File: src/rtl/router_cc_pkg.sv
// rtl/router_cc_pkg.sv - shared constants, port indices, input FSM states and routing helpers for router_cc
package router_cc_pkg;

    localparam int TAM_FLIT   = 16;
    localparam int METADEFLIT = TAM_FLIT / 2;
    localparam int TAM_BUFFER = 4;
    localparam int NPORT      = 5;
    localparam int NUM_X      = 4;
    localparam int NUM_Y      = 4;
    localparam int NROT       = NUM_X * NUM_Y;

    localparam int PORT_W = 3;
    localparam int PTR_W  = $clog2(TAM_BUFFER);
    localparam int CNT_W  = PTR_W + 1;

    localparam logic [PORT_W-1:0] EAST  = 3'd0;
    localparam logic [PORT_W-1:0] WEST  = 3'd1;
    localparam logic [PORT_W-1:0] NORTH = 3'd2;
    localparam logic [PORT_W-1:0] SOUTH = 3'd3;
    localparam logic [PORT_W-1:0] LOCAL = 3'd4;

    typedef enum logic [1:0] {
        S_IDLE,
        S_REQ,
        S_WAIT,
        S_SEND
    } in_state_t;

    // X is resolved completely before Y, which keeps the mesh deadlock-free.
    function automatic logic [PORT_W-1:0] xy_route(input logic [TAM_FLIT-1:0] target,
                                                   input logic [TAM_FLIT-1:0] own);
        logic [METADEFLIT-1:0] tgt_x, tgt_y, own_x, own_y;
        tgt_x = target[TAM_FLIT-1:METADEFLIT];
        tgt_y = target[METADEFLIT-1:0];
        own_x = own[TAM_FLIT-1:METADEFLIT];
        own_y = own[METADEFLIT-1:0];
        if (tgt_x > own_x)      return EAST;
        else if (tgt_x < own_x) return WEST;
        else if (tgt_y > own_y) return NORTH;
        else if (tgt_y < own_y) return SOUTH;
        else                    return LOCAL;
    endfunction

    function automatic logic [PORT_W-1:0] rr_next(input logic [PORT_W-1:0] p);
        return (p == PORT_W'(NPORT - 1)) ? '0 : p + PORT_W'(1);
    endfunction

endpackage

File: src/rtl/router_input_buffer.sv
// rtl/router_input_buffer.sv - per-port input FIFO with packet FSM and flit counter
module router_input_buffer
    import router_cc_pkg::*;
(
    input  logic                clock,
    input  logic                reset,
    input  logic                rx,
    input  logic [TAM_FLIT-1:0] data_in,
    input  logic                pop,
    input  logic                grant,
    output logic                credit_o,
    output logic                empty,
    output logic [TAM_FLIT-1:0] head,
    output logic                req,
    output logic                last
);

    logic [TAM_FLIT-1:0] mem [TAM_BUFFER];
    logic [PTR_W-1:0]    rd_ptr, wr_ptr;
    logic [CNT_W-1:0]    count, count_next;
    logic                push;
    in_state_t           state, state_next;
    logic [TAM_FLIT-1:0] cnt, cnt_next;

    assign push  = rx && credit_o;
    assign empty = (count == '0);
    assign head  = mem[rd_ptr];

    always_comb begin
        count_next = count;
        if (push && !pop)
            count_next = count + CNT_W'(1);
        else if (!push && pop)
            count_next = count - CNT_W'(1);
    end

    always_ff @(posedge clock) begin
        if (push)
            mem[wr_ptr] <= data_in;
    end

    // credit_o is the registered not-full flag, so a push is never offered into a full FIFO.
    always_ff @(posedge clock or negedge reset) begin
        if (!reset) begin
            rd_ptr   <= '0;
            wr_ptr   <= '0;
            count    <= '0;
            credit_o <= 1'b1;
            state    <= S_IDLE;
            cnt      <= '0;
        end else begin
            if (push)
                wr_ptr <= wr_ptr + PTR_W'(1);
            if (pop)
                rd_ptr <= rd_ptr + PTR_W'(1);
            count    <= count_next;
            credit_o <= (count_next != CNT_W'(TAM_BUFFER));
            state    <= state_next;
            cnt      <= cnt_next;
        end
    end

    // cnt holds 2 until the size flit is at the head, then the remaining payload count.
    always_comb begin
        state_next = state;
        cnt_next   = cnt;
        req        = 1'b0;
        last       = 1'b0;
        case (state)
            S_IDLE: begin
                if (!empty)
                    state_next = S_REQ;
            end
            S_REQ: begin
                req = 1'b1;
                if (grant) begin
                    state_next = S_WAIT;
                    cnt_next   = TAM_FLIT'(2);
                end
            end
            S_WAIT: begin
                if (pop) begin
                    if (cnt == TAM_FLIT'(2)) begin
                        cnt_next = TAM_FLIT'(1);
                    end else if (head == '0) begin
                        last       = 1'b1;
                        state_next = S_IDLE;
                    end else begin
                        cnt_next   = head;
                        state_next = S_SEND;
                    end
                end
            end
            S_SEND: begin
                if (pop) begin
                    cnt_next = cnt - TAM_FLIT'(1);
                    if (cnt == TAM_FLIT'(1)) begin
                        last       = 1'b1;
                        state_next = S_IDLE;
                    end
                end
            end
            default: state_next = S_IDLE;
        endcase
    end

endmodule

File: src/rtl/router_cc.sv
// rtl/router_cc.sv - five-port XY mesh router with round-robin switch control and credit flow control
module router_cc
    import router_cc_pkg::*;
#(
    parameter logic [TAM_FLIT-1:0] address = 16'h0000
) (
    input  logic                      clock,
    input  logic                      reset,
    input  logic [NPORT-1:0]          credit_i,
    input  logic [NPORT-1:0]          clock_rx,
    input  logic [NPORT-1:0]          rx,
    input  logic [NPORT*TAM_FLIT-1:0] data_in,
    output logic [NPORT-1:0]          credit_o,
    output logic [NPORT-1:0]          clock_tx,
    output logic [NPORT-1:0]          tx,
    output logic [NPORT*TAM_FLIT-1:0] data_out
);

    logic [NPORT-1:0]    buf_empty, req, last, pop, grant, xfer;
    logic [TAM_FLIT-1:0] head [NPORT];

    logic [NPORT-1:0]    out_busy;
    logic [PORT_W-1:0]   out_src [NPORT];
    logic [PORT_W-1:0]   rr_ptr;

    logic                sel_valid, grant_ok;
    logic [PORT_W-1:0]   sel_port, sel_out, cand;

    logic                unused_clock_rx;

    assign unused_clock_rx = ^clock_rx;
    assign clock_tx        = {NPORT{clock}};

    for (genvar p = 0; p < NPORT; p++) begin : g_in
        router_input_buffer u_buf (
            .clock    (clock),
            .reset    (reset),
            .rx       (rx[p]),
            .data_in  (data_in[p*TAM_FLIT +: TAM_FLIT]),
            .pop      (pop[p]),
            .grant    (grant[p]),
            .credit_o (credit_o[p]),
            .empty    (buf_empty[p]),
            .head     (head[p]),
            .req      (req[p]),
            .last     (last[p])
        );
    end

    // One request per cycle; a request whose output is busy is skipped and retried later.
    always_comb begin
        sel_valid = 1'b0;
        sel_port  = '0;
        cand      = rr_next(rr_ptr);
        for (int k = 0; k < NPORT; k++) begin
            if (!sel_valid && req[cand]) begin
                sel_valid = 1'b1;
                sel_port  = cand;
            end
            cand = rr_next(cand);
        end
        sel_out  = xy_route(head[sel_port], address);
        grant_ok = sel_valid && !out_busy[sel_out];
        grant    = '0;
        if (grant_ok)
            grant[sel_port] = 1'b1;
    end

    always_comb begin
        tx       = '0;
        data_out = '0;
        xfer     = '0;
        pop      = '0;
        for (int o = 0; o < NPORT; o++) begin
            if (out_busy[o]) begin
                tx[o]                               = !buf_empty[out_src[o]];
                data_out[o*TAM_FLIT +: TAM_FLIT]    = head[out_src[o]];
                xfer[o]                             = tx[o] && credit_i[o];
                if (xfer[o])
                    pop[out_src[o]] = 1'b1;
            end
        end
    end

    always_ff @(posedge clock or negedge reset) begin
        if (!reset) begin
            out_busy <= '0;
            rr_ptr   <= EAST;
            for (int o = 0; o < NPORT; o++)
                out_src[o] <= '0;
        end else begin
            if (sel_valid)
                rr_ptr <= sel_port;
            for (int o = 0; o < NPORT; o++) begin
                if (xfer[o] && last[out_src[o]])
                    out_busy[o] <= 1'b0;
            end
            if (grant_ok) begin
                out_busy[sel_out] <= 1'b1;
                out_src[sel_out]  <= sel_port;
            end
        end
    end

endmodule

File: config.mk
export PLATFORM = sky130hd
export DESIGN_NAME = router_cc
export DESIGN_NICKNAME = d
export VERILOG_FILES = /design/src/rtl/router_cc_pkg.sv /design/src/rtl/router_input_buffer.sv /design/src/rtl/router_cc.sv
export SDC_FILE = /design/constraint.sdc
export NUM_CORES = 1
export LEC_CHECK = 0
export ABC_AREA = 1
export ABC_CLOCK_PERIOD_IN_PS = 3800
export CORE_MARGIN = 1
export CORE_UTILIZATION = 54
export CTS_CLUSTER_SIZE = 10
export DETAILED_ROUTE_END_ITERATION = 8
export GPL_TIMING_DRIVEN = 1
export PLACE_DENSITY_LB_ADDON = 0.25
export SYNTH_ARGS = -nofsm -noshare
export SYNTH_HDL_FRONTEND = slang
export SYNTH_SLANG_ARGS = --single-unit
File: constraint.sdc
create_clock -name clock -period 3.8 [get_ports clock]
set_input_delay 0.57 -clock clock [delete_from_list [all_inputs] [get_ports clock]]
set_output_delay 0.57 -clock clock [all_outputs]
set_load 0.02 [all_outputs]
=== After elaboration in Yosys (flattened, before gate mapping) ===
Memory sizes are Yosys's and may differ from the RTL's.
Index checks and enable logic that the tools add are counted.

* Flip-flop bits (word level): 153
* RAM bits: 320
* Input bits: 97
* Output and inout bits: 95
* Logic and storage cells: 516
* Memories: 5

{| class="wikitable"
|+ Memory list
! name !! words !! bits a word !! read ports !! clocked after Yosys merged registers in !! wr ports !! RTL line !! text
|-
| g_in[0].u_buf.mem || 4 || 16 || 1 || 0 || 1 || router_input_buffer.sv:18 || <nowiki>logic [TAM_FLIT-1:0] mem [TAM_BUFFER];</nowiki>
|-
| g_in[1].u_buf.mem || 4 || 16 || 1 || 0 || 1 || router_input_buffer.sv:18 ||
|-
| g_in[2].u_buf.mem || 4 || 16 || 1 || 0 || 1 || router_input_buffer.sv:18 ||
|-
| g_in[3].u_buf.mem || 4 || 16 || 1 || 0 || 1 || router_input_buffer.sv:18 ||
|-
| g_in[4].u_buf.mem || 4 || 16 || 1 || 0 || 1 || router_input_buffer.sv:18 ||
|}

* Add/sub/neg operators: 30
* Magnitude comparators: 31
* Eq/ne operators: 70
* Mux-type cells: 243
* Bitwise logic cells: 12
* Reduce and logical (&&, ||, !) cells: 88

{| class="wikitable"
|+ Operator list
! operator !! number
|-
| 2-to-1 mux 16 bit || 42
|-
| binary-select mux 16 bit (select 3 bit) || 6
|-
| case mux 16 bit (3 select lines) || 5
|-
| 2-to-1 mux 1 bit || 83
|-
| equality test 16 x 1 -> 1 bit, second input constant || 5
|-
| equality test 16 x 2 -> 1 bit, second input constant || 5
|-
| zero test 16 bit || 5
|-
| subtractor 16 x 1 -> 16 bit, second input constant || 5
|-
| 2-to-1 mux 3 bit || 25
|-
| 2-to-1 mux 2 bit || 35
|-
| 2-to-1 mux 5 bit || 12
|-
| inequality test 2 bit, second input constant || 25
|-
| binary-select mux 1 bit (select 3 bit) || 16
|-
| < comparator 3 x 4 -> 1 bit, second input constant || 12
|-
| case mux 2 bit (4 select lines) || 5
|-
| logical AND 1 bit || 38
|-
| adder 3 x 1 -> 3 bit, second input constant || 10
|-
| AND reduction 6 bit || 5
|-
| greater-or-equal comparator 4 bit, second input constant || 7
|-
| NOT 3 -> 4 bit || 7
|-
| OR 5 bit || 5
|-
| AND reduction 5 bit || 5
|-
| demux 1 bit (select 3 bit) || 7
|-
| greater-or-equal comparator 3 x 1 -> 1 bit, second input constant || 7
|-
| 18 further kinds || 97
|}

=== Longest topological paths before layout ===
Gate-level depths: netlist of run 1.

* Word-level depth: 33
* Depth in mapped cells: 34
* Depth with buffers taken out: 33

=== Hierarchy ===
Synthesis of run 1 repeated with hierarchy kept, for this count alone.

* Cells, all modules: 3186
* Area, all modules: 26396.6 sq um

{| class="wikitable"
|+ Modules (own cells, without submodules)
! module !! instances !! cells each !! area each (sq um) !! sequential area each (sq um)
|-
| router_input_buffer at g_in[0].u_buf ... || 2 || 495 || 4463.0 || 2573.7
|-
| router_input_buffer at g_in[2].u_buf ... || 2 || 485 || 4436.8 || 2573.7
|-
| router_input_buffer at g_in[4].u_buf || 1 || 489 || 4435.5 || 2573.7
|-
| router_cc || 1 || 737 || 4161.5 || 375.4
|}

==> results by group, run 1 <==
STA
  – Period minus WS final: between 4 and 5 ns
  – Max Fclk: about 240 MHz
  – Setup-failing EPs final: 95
  – Final period util: 108%
  – Worst slew pin tran: ~1.1 ns
  – Final slew viol count: 0
  – Clk_skew: slightly below 0.02 ns
  – Relative slew slack: around 30%
  – Endpoints failing hold: 0
  – Crit path setup slack, layout: -0.320 ns
  – RSZ-0062 raised after global routing: yes

Global routing
  – Vias in the first global route: between 20000 and 25000
  – Largest net degree at the start of global routing: between 100 and 150
  – Antenna violations before repair: 1
  – First-pass GRT wire length: approximately 110 mm
  – GR Overflow Total: 0
  – Tot GR Track Use: between 30% and 40%

Final layout
  – Post-layout net count: 3300
  – Layout Area Growth over Synthesis: 21.6%
  – Diode count: 0
  – Final Instance Count excl. Fillers: 3790
  – Layout cell share with drive strength beyond 1: between 10 and 15%

Synthesis
  – YS warnings: 0
  – Fraction of registers with async set/reset: between 30% and 40%
  – Post-synthesis cell count: just under 3000
  – Fraction of the yosys area taken by sequential cells: between 50% and 60%
  – Netlist cell types: 58
  – Synth Cell Area: about 25000 sq um
  – EDFF count, synth: between 300 and 400
  – Mean post-synth cell area: slightly below 9 sq um
  – Ys flop type: edfxtp_1
  – Yosys reg bits: ~470

Placement
  – Dpl hpwl: between 50 and 60 mm
  – DP Cell Count: approximately 3600
  – GP Congestion: approximately 0.98
  – Port Buffers: 150

Status
  – Failing checks: setup timing
  – Status: finished with violations

Worst setup path
  – Crit-path most repeated cell: nand2_4
  – Critical path's slowest cell: dfrtp_1
  – Req. time, crit path: between 4 and 5 ns
  – Critical Path Max Stage Delay: about 0.40 ns
  – Critical Path AT: between 4 and 5 ns
  – Critical path type: register to register
  – Setup crit start kind: register
  – CP max FO: 8
  – Critical Path Sink Type: register

Routing
  – DRC: 0
  – Remaining antenna violation count: 0
  – WL per Instance: roughly 20 microns
  – Post-Route WL: between 70 and 80 mm
  – Initial DRC count: 2272
  – DR vias: 22300
  – TritonRoute pass-1 iters: 6
  – Vias per cell: 5.87

Floorplan
  – Die width: roughly 220 microns
  – Initial Util: between 50 and 60%
  – Placeable Area: approximately 46000 sq um
  – Top-level port count: ~190
  – Die height: 218 microns
  – Rows: 78
  – Die footprint: approximately 48000 sq um

Min path
  – Worst Hold Class: input port to asynchronous set/reset pin

Clock tree
  – Worst-Skew Late Latency: between 0.7 and 0.8 ns
  – Clock slew at reported path FFs: around 0.05 ns
  – CTS tree: done
  – # hold bufs at CTS: 0

Job
  – Max Cap Viol: 0
layer usage:
layer	vias up	share of wire [%]	track usage, %
li1	10300	-	-
met1	10600	39	41.0
met2	1111	47	50.4
met3	200	9.0	5.71
met4	0	4.2	14.5
met5	-	0	0.833
layout by cell type, fill, tap and decap left out, types with 9 or more instances in the layout:
master,count
buf_4,139
nand2_1,816
dlygate4sd2_1,9
clkbuf_16,59
clkbuf_1,38
nand3_2,21
edfxtp_1,320
o211ai_1,28
nor2_1,179
nand3_1,202
nand2_4,21
a21oi_1,77
clkdlybuf4s50_1,113
o21ai_1,10
o22ai_1,54
nand2_2,64
inv_1,272
xor2_1,42
o21ai_0,98
a221oi_1,38
ha_1,55
xnor2_1,12
nand4_1,84
dfrtp_1,137
a32o_1,9
buf_6,9
nor4_1,11
nand3_4,13
nor3_1,27
a41oi_1,12
conb_1,34
dlymetal6s2s_1,27
inv_2,13
final cells by class:
type / count / area (sq um)
inverters: 298 / 1150
repair inverters: 3 / 20.0
well taps: 600 / 751
clock buffers: 104 / 1700
repair buffers: 304 / 2860
multi-input cells: 2010 / 10900
clock inverters: 6 / 87.6
flip-flops and latches: 465 / 13200
fillers: 3538 / 15000
stage by stage:
stage                     hold WS, ns  setup WS [ns]  area (sq um)  setup TNS (ns)  utilization (%)
after floorplan                 0.274       -0.00638         25500         -0.0484                -
after global placement          0.458         -0.171         27900           -8.96             61.0
after detailed placement        0.468         -0.290         27900          -18.70             61.0
after CTS                      0.0443         -0.191         30200           -9.43             66.1
after global routing           0.0771         -0.511         30700          -41.39             67.1
final                         0.00379         -0.320         30700          -20.50             67.1
cell families after synthesis:
kind of cell / after synthesis / synth area share [%]
AND/OR/NAND/NOR: 1476 / 25.6
buffers and inverters: 452 / 7.60
AO/OA/AOI/OAI: 380 / 9.62
XOR/XNOR: 54 / 1.87
flip-flops: 465 / 52.4
other: 1 / 0.0148
adder cells (fa/ha/maj): 58 / 2.87
path summary, 6_finish.rpt:
kind                                      endpoint             startpoint  slack [ns]  cells after the start
setup / recovery              g_in[4].u_buf.cnt[0]              rr_ptr[0]       -0.32                     31
hold / removal               g_in[2].u_buf.cnt[12]                  reset       0.004                      1
setup reg to reg              g_in[4].u_buf.cnt[0]              rr_ptr[0]       -0.32                     31
hold reg to reg              g_in[0].u_buf.cnt[15]  g_in[0].u_buf.cnt[15]        0.50                      2
max in group asynchronous   g_in[4].u_buf.credit_o                  reset        2.82                      2
min in group clock         g_in[2].u_buf.mem[2][5]            data_in[37]        0.49                      1
flip-flops by register name, indices dropped and copies added (netlist names):
signal and flops:
g_in.u_buf.mem 320, g_in.u_buf.wr_ptr 10, rr_ptr 3, g_in.u_buf.rd_ptr 10, g_in.u_buf.credit_o 5, g_in.u_buf.count 15
out_busy 3, g_in.u_buf.state 10, g_in.u_buf.cnt 80, out_src 9
cell usage after synthesis, drive strengths merged (2+ instances only):
cell / n / area share [%]
o21ai: 112 / 2.2
o221ai: 8 / 0.28
nand3: 232 / 5.0
or2: 6 / 0.15
o22ai: 54 / 1.3
a31oi: 8 / 0.20
xnor2: 12 / 0.42
o32ai: 6 / 0.21
ha: 58 / 2.9
xor2: 42 / 1.5
edfxtp: 320 / 38
inv: 292 / 4.3
buf: 66 / 1.9
a221o: 2 / 0.079
nor3: 34 / 0.71
nand3b: 2 / 0.074
nand4: 87 / 2.2
nor4: 11 / 0.27
a311oi: 2 / 0.069
and2: 3 / 0.074
nand2: 902 / 14
and3: 6 / 0.15
dfstp: 5 / 0.52
a41oi: 16 / 0.55
clkinv: 6 / 0.089
a32o: 16 / 0.63
o211ai: 28 / 0.83
nor2: 189 / 3.0
a21oi: 82 / 1.6
clkbuf: 88 / 1.3
dfrtp: 140 / 14
or4: 3 / 0.089
o21bai: 2 / 0.059
a31o: 2 / 0.069
a221oi: 38 / 1.3
worst max-delay path: cells and delay by family (launching register included):
| kind | cells | cell delay [ns] |
|---|---|---|
| fa+ha+maj | 3 | 0.59 |
| buf+inv | 6 | 0.59 |
| simple gates | 22 | 2.41 |
| flops | 1 | 0.40 |
timing repair:
item | in CTS | in global routing
pin swaps | 32 | 43
gates resized for setup | 91 | 123
cloned | 9 | 3
endpoints found under the setup margin | 143 | 139
buffers inserted | 23 | 9
Power of run 1 is not shown: default switching activity piles up to over one toggle a cycle in this logic, so the estimate is an artifact.
==> run 2: changes to the inputs <==
--- a/config.mk
+++ b/config.mk
@@ -5,7 +5,7 @@
 export SDC_FILE = /design/constraint.sdc
 export NUM_CORES = 1
 export LEC_CHECK = 0
-export ABC_AREA = 1
+export ABC_AREA = 0
 export ABC_CLOCK_PERIOD_IN_PS = 3800
 export CORE_MARGIN = 1
 export CORE_UTILIZATION = 54
==> run 2 against run 1 <==
- the flow still finishes with violations (setup timing)
- synthesized cell count shrank 26%
- critical path depth shrank 10
- setup slack lost 1.1 ns
- clock-buffer cell count grew 1
- sequential share of layout area shrank 0.66 points
- register-to-register slack lost 1.1 ns
- via count shrank 12%
- synthesized area shrank 1.6%
- clock skew grew 0.0049 ns
- routed wire length is essentially flat
- critical path type unchanged
- critical endpoint is now g_in[0].u_buf.cnt[10]
==> results by group, run 2 <==
Worst setup path
  – Critical path type: register to register
  – Critical Path Sink Type: register
  – Setup crit start kind: register
  – Req. time, crit path: 4.38 ns (about the same)
  – Critical Path AT: 5.83 ns (+1.12 ns)
  – CP max FO: 8 (unchanged)

STA
  – Post-Route Setup TNS: -134.37 ns (-113.87 ns)
  – Clk_skew: 0.0241 ns (+0.00486 ns)
  – RSZ-0062 raised after global routing: yes
  – Setup-failing EPs final: 104 (+9.5%)
  – Worst slew pin tran: 1.35 ns (+0.294 ns)
  – Final slew viol count: 0 (unchanged)
  – Final period util: 138% (+30 points)
  – Relative slew slack: 9.36% (-21 points)
  – Max Fclk: 190 MHz (-22%)
  – Endpoints failing hold: 0 (unchanged)
  – Crit path setup slack, layout: -1.45 ns (-1.13 ns)
  – Period minus WS final: 5.25 ns (+1.13 ns)

Final layout
  – Most frequent cells in the layout: 320 x edfxtp_1, 212 x buf_4, 180 x nor2_1, 151 x a21oi_1, 146 x nand2_1
  – Diode count: 0 (unchanged)
  – Post-layout net count: 2637 (-20%)
  – Biggest register: g_in.u_buf.mem
  – Final Instance Count excl. Fillers: 3127 (-17%)
  – Commonest non-fill, non-tap cell in the layout: edfxtp_1
  – Layout Area Growth over Synthesis: 25.5%
  – Max FFs per register: 320 (unchanged)
  – Biggest regs: g_in.u_buf.mem: 320 flops, g_in.u_buf.cnt: 80 flops, g_in.u_buf.count: 15 flops
  – Layout cell share with drive strength beyond 1: 22.8% (+9.0 points)
  – Final Cell Area: 31200 sq um (+1.5%)

Floorplan
  – Die width: 217 microns (-0.79%)
  – Placeable Area: 45400 sq um (-0.85%)
  – Initial Util: 54.8% (-0.41 points)
  – Die footprint: 46900 sq um (-1.6%)
  – Rows: 78 (unchanged)
  – Top-level port count: 192 (unchanged)
  – Die height: 217 microns (-0.79%)

Synthesis
  – Ys flop type: edfxtp_1
  – Fraction of the yosys area taken by sequential cells: 53.3% (+0.85 points)
  – Netlist cell types: 93 (+60%)
  – Post-synthesis cell count: 2142 (-26%)
  – YS warnings: 0 (unchanged)
  – EDFF count, synth: 320 (unchanged)
  – Most numerous cell in the Yosys netlist: edfxtp_1
  – Top cells by count, synth: 320 x edfxtp_1, 184 x a21oi_1, 182 x nor2_1, 154 x nand2_1, 140 x dfrtp_1
  – Yosys reg bits: 465 (unchanged)
  – Top cell type's share of synthesized area: 38.6% (+0.61 points)
  – Mean post-synth cell area: 11.6 sq um (+33%)
  – Fraction of registers with async set/reset: 31.2% (unchanged)
  – Area contributors post-synth: edfxtp_1 39%, dfrtp_1 14%, mux4_2 7.3%, mux2i_1 3.9%, a21oi_1 3.7%
  – Synth Cell Area: 24900 sq um (-1.6%)
  – Largest area contributor in the netlist: edfxtp_1

Min path
  – Worst Hold Class: input port to register

Status
  – Failing checks: setup timing
  – Status: finished with violations

Placement
  – Dpl hpwl: 53.2 mm (+4.0%)
  – Setup slack at placement: -1.48 ns (-1.19 ns)
  – DP Cell Count: 2986 (-18%)
  – Area after DPL: 28600 sq um (+2.3%)
  – Port Buffers: 150 (unchanged)
  – GP Congestion: 0.976 (-0.33%)

Global routing
  – Vias in the first global route: 19300 (-8.2%)
  – First-pass GRT wire length: 115 mm (-0.16%)
  – Tot GR Track Use: 32.0% (+0.72 points)
  – Largest net degree at the start of global routing: 85 (-17%)
  – Antenna violations before repair: 0 (-1)
  – GR Overflow Total: 0 (unchanged)

Job
  – Max Cap Viol: 0 (unchanged)

Clock tree
  – Worst-Skew Late Latency: 0.71 ns (about the same)
  – Clock slew at reported path FFs: 0.06 ns (about the same)
  – CTS tree: done

Routing
  – Remaining antenna violation count: 0 (unchanged)
  – DRC: 0 (unchanged)
  – TritonRoute pass-1 iters: 6 (unchanged)
  – Initial DRC count: 2131 (-6.2%)
  – WL per Instance: 24.0 microns (+21%)
  – DR vias: 19600 (-12%)
  – Vias per cell: 6.28 (+7.0%)
  – Post-Route WL: 75.0 mm (about the same)
run 2: cell count changes in the layout (fill, tap and decap cells not counted), sizes merged, moves of 31 or more:
cell | previous run | this run
a21oi | 82 | 189
mux4 | 0 | 81
nand3 | 236 | 27
o21ai | 112 | 78
a221oi | 38 | 7
nand4 | 87 | 3
mux2i | 0 | 98
inv | 289 | 102
xor2 | 42 | 9
o22a | 0 | 50
buf | 160 | 253
nand2 | 906 | 155
run 2: worst max-delay path, stage by stage, from the launching register on:
cell and delay [ns]:
dfrtp_1 0.41, inv_6 0.04, ha_4 0.27, inv_4 0.04
ha_4 0.15, or3_4 0.33, and3_4 0.18, or4_4 0.51
a211o_1 0.30, and3_4 0.16, or4b_4 0.48, or4b_4 0.57
nand2_4 0.09, buf_4 0.11, buf_4 0.09, a211oi_2 0.03
or3_4 0.43, o31ai_4 0.27, buf_6 0.14, buf_6 0.12
a21oi_4 0.11, a211o_1 0.27
run 2: worst paths after layout:
path / from / endpoint / slack (ns) / cells past startpoint
hold reg to reg: g_in[2].u_buf.count[2] / g_in[2].u_buf.count[2] / 0.48 / 1
max in group asynchronous: reset / g_in[1].u_buf.credit_o / 2.43 / 3
setup reg to reg: rr_ptr[0] / g_in[0].u_buf.cnt[10] / -1.45 / 21
min in group asynchronous: reset / g_in[0].u_buf.wr_ptr[0] / 0.49 / 2
setup / recovery: rr_ptr[0] / g_in[0].u_buf.cnt[10] / -1.45 / 21
hold / removal: data_in[45] / g_in[2].u_buf.mem[0][13] / 0.48 / 1
run 2: area by class of cell:
class | instances | area, sq um
fill | 3305 | 14200
sequential | 465 | 13200
multi-input combinational | 1448 | 11400
timing repair buffer | 399 | 3700
clock buffer | 105 | 1680
tap | 600 | 751
inverter | 105 | 402
clock inverter | 5 | 65.1
run 2: stage by stage:
step / hold WS, ns / util (%)
6_report: 0.484 / 68.8
5_1_grt: 0.488 / 68.8
4_1_cts: 0.467 / 67.9
3_5_place_dp: 0.471 / 63.0
3_3_place_gp: 0.471 / 63.0
2_1_floorplan: 0.274 / -
run 2: layer usage:
metal	track usage [%]	up-vias	share of wire, %	wire length, microns
met4	13.3	0	4.3	3210
li1	-	8747	-	-
met3	5.88	186	8.4	6320
met1	44.0	9715	41	30800
met2	50.2	994	46	34700
met5	0	-	0	0
run 2: logic make-up (layout without fill, tap and decap cells):
kind of cell,after synthesis,after routing,synth area share [%]
and+or+nand+nor,583,584,11.1
AOI/OAI and AO/OA,542,542,14.6
DFF,465,465,53.3
buffers and inverters,263,614,4.84
muxes,189,189,11.7
adders and majority gates,64,64,3.16
xor gates and xnor gates,35,35,1.23
other,1,34,0.0151
run 2: what timing repair did:
| action | 4_1_cts | 5_1_grt |
|---|---|---|
| pin swaps | 46 | 23 |
| buffers inserted | 18 | 14 |
| endpoints found under the setup margin | 130 | 130 |
| gates resized for setup | 110 | 54 |
| hold buffers | 1 | 0 |
| endpoints found under the hold margin | 37 | 0 |
| gates cloned | 3 | 1 |
Power of run 2 is left out for the same reason.
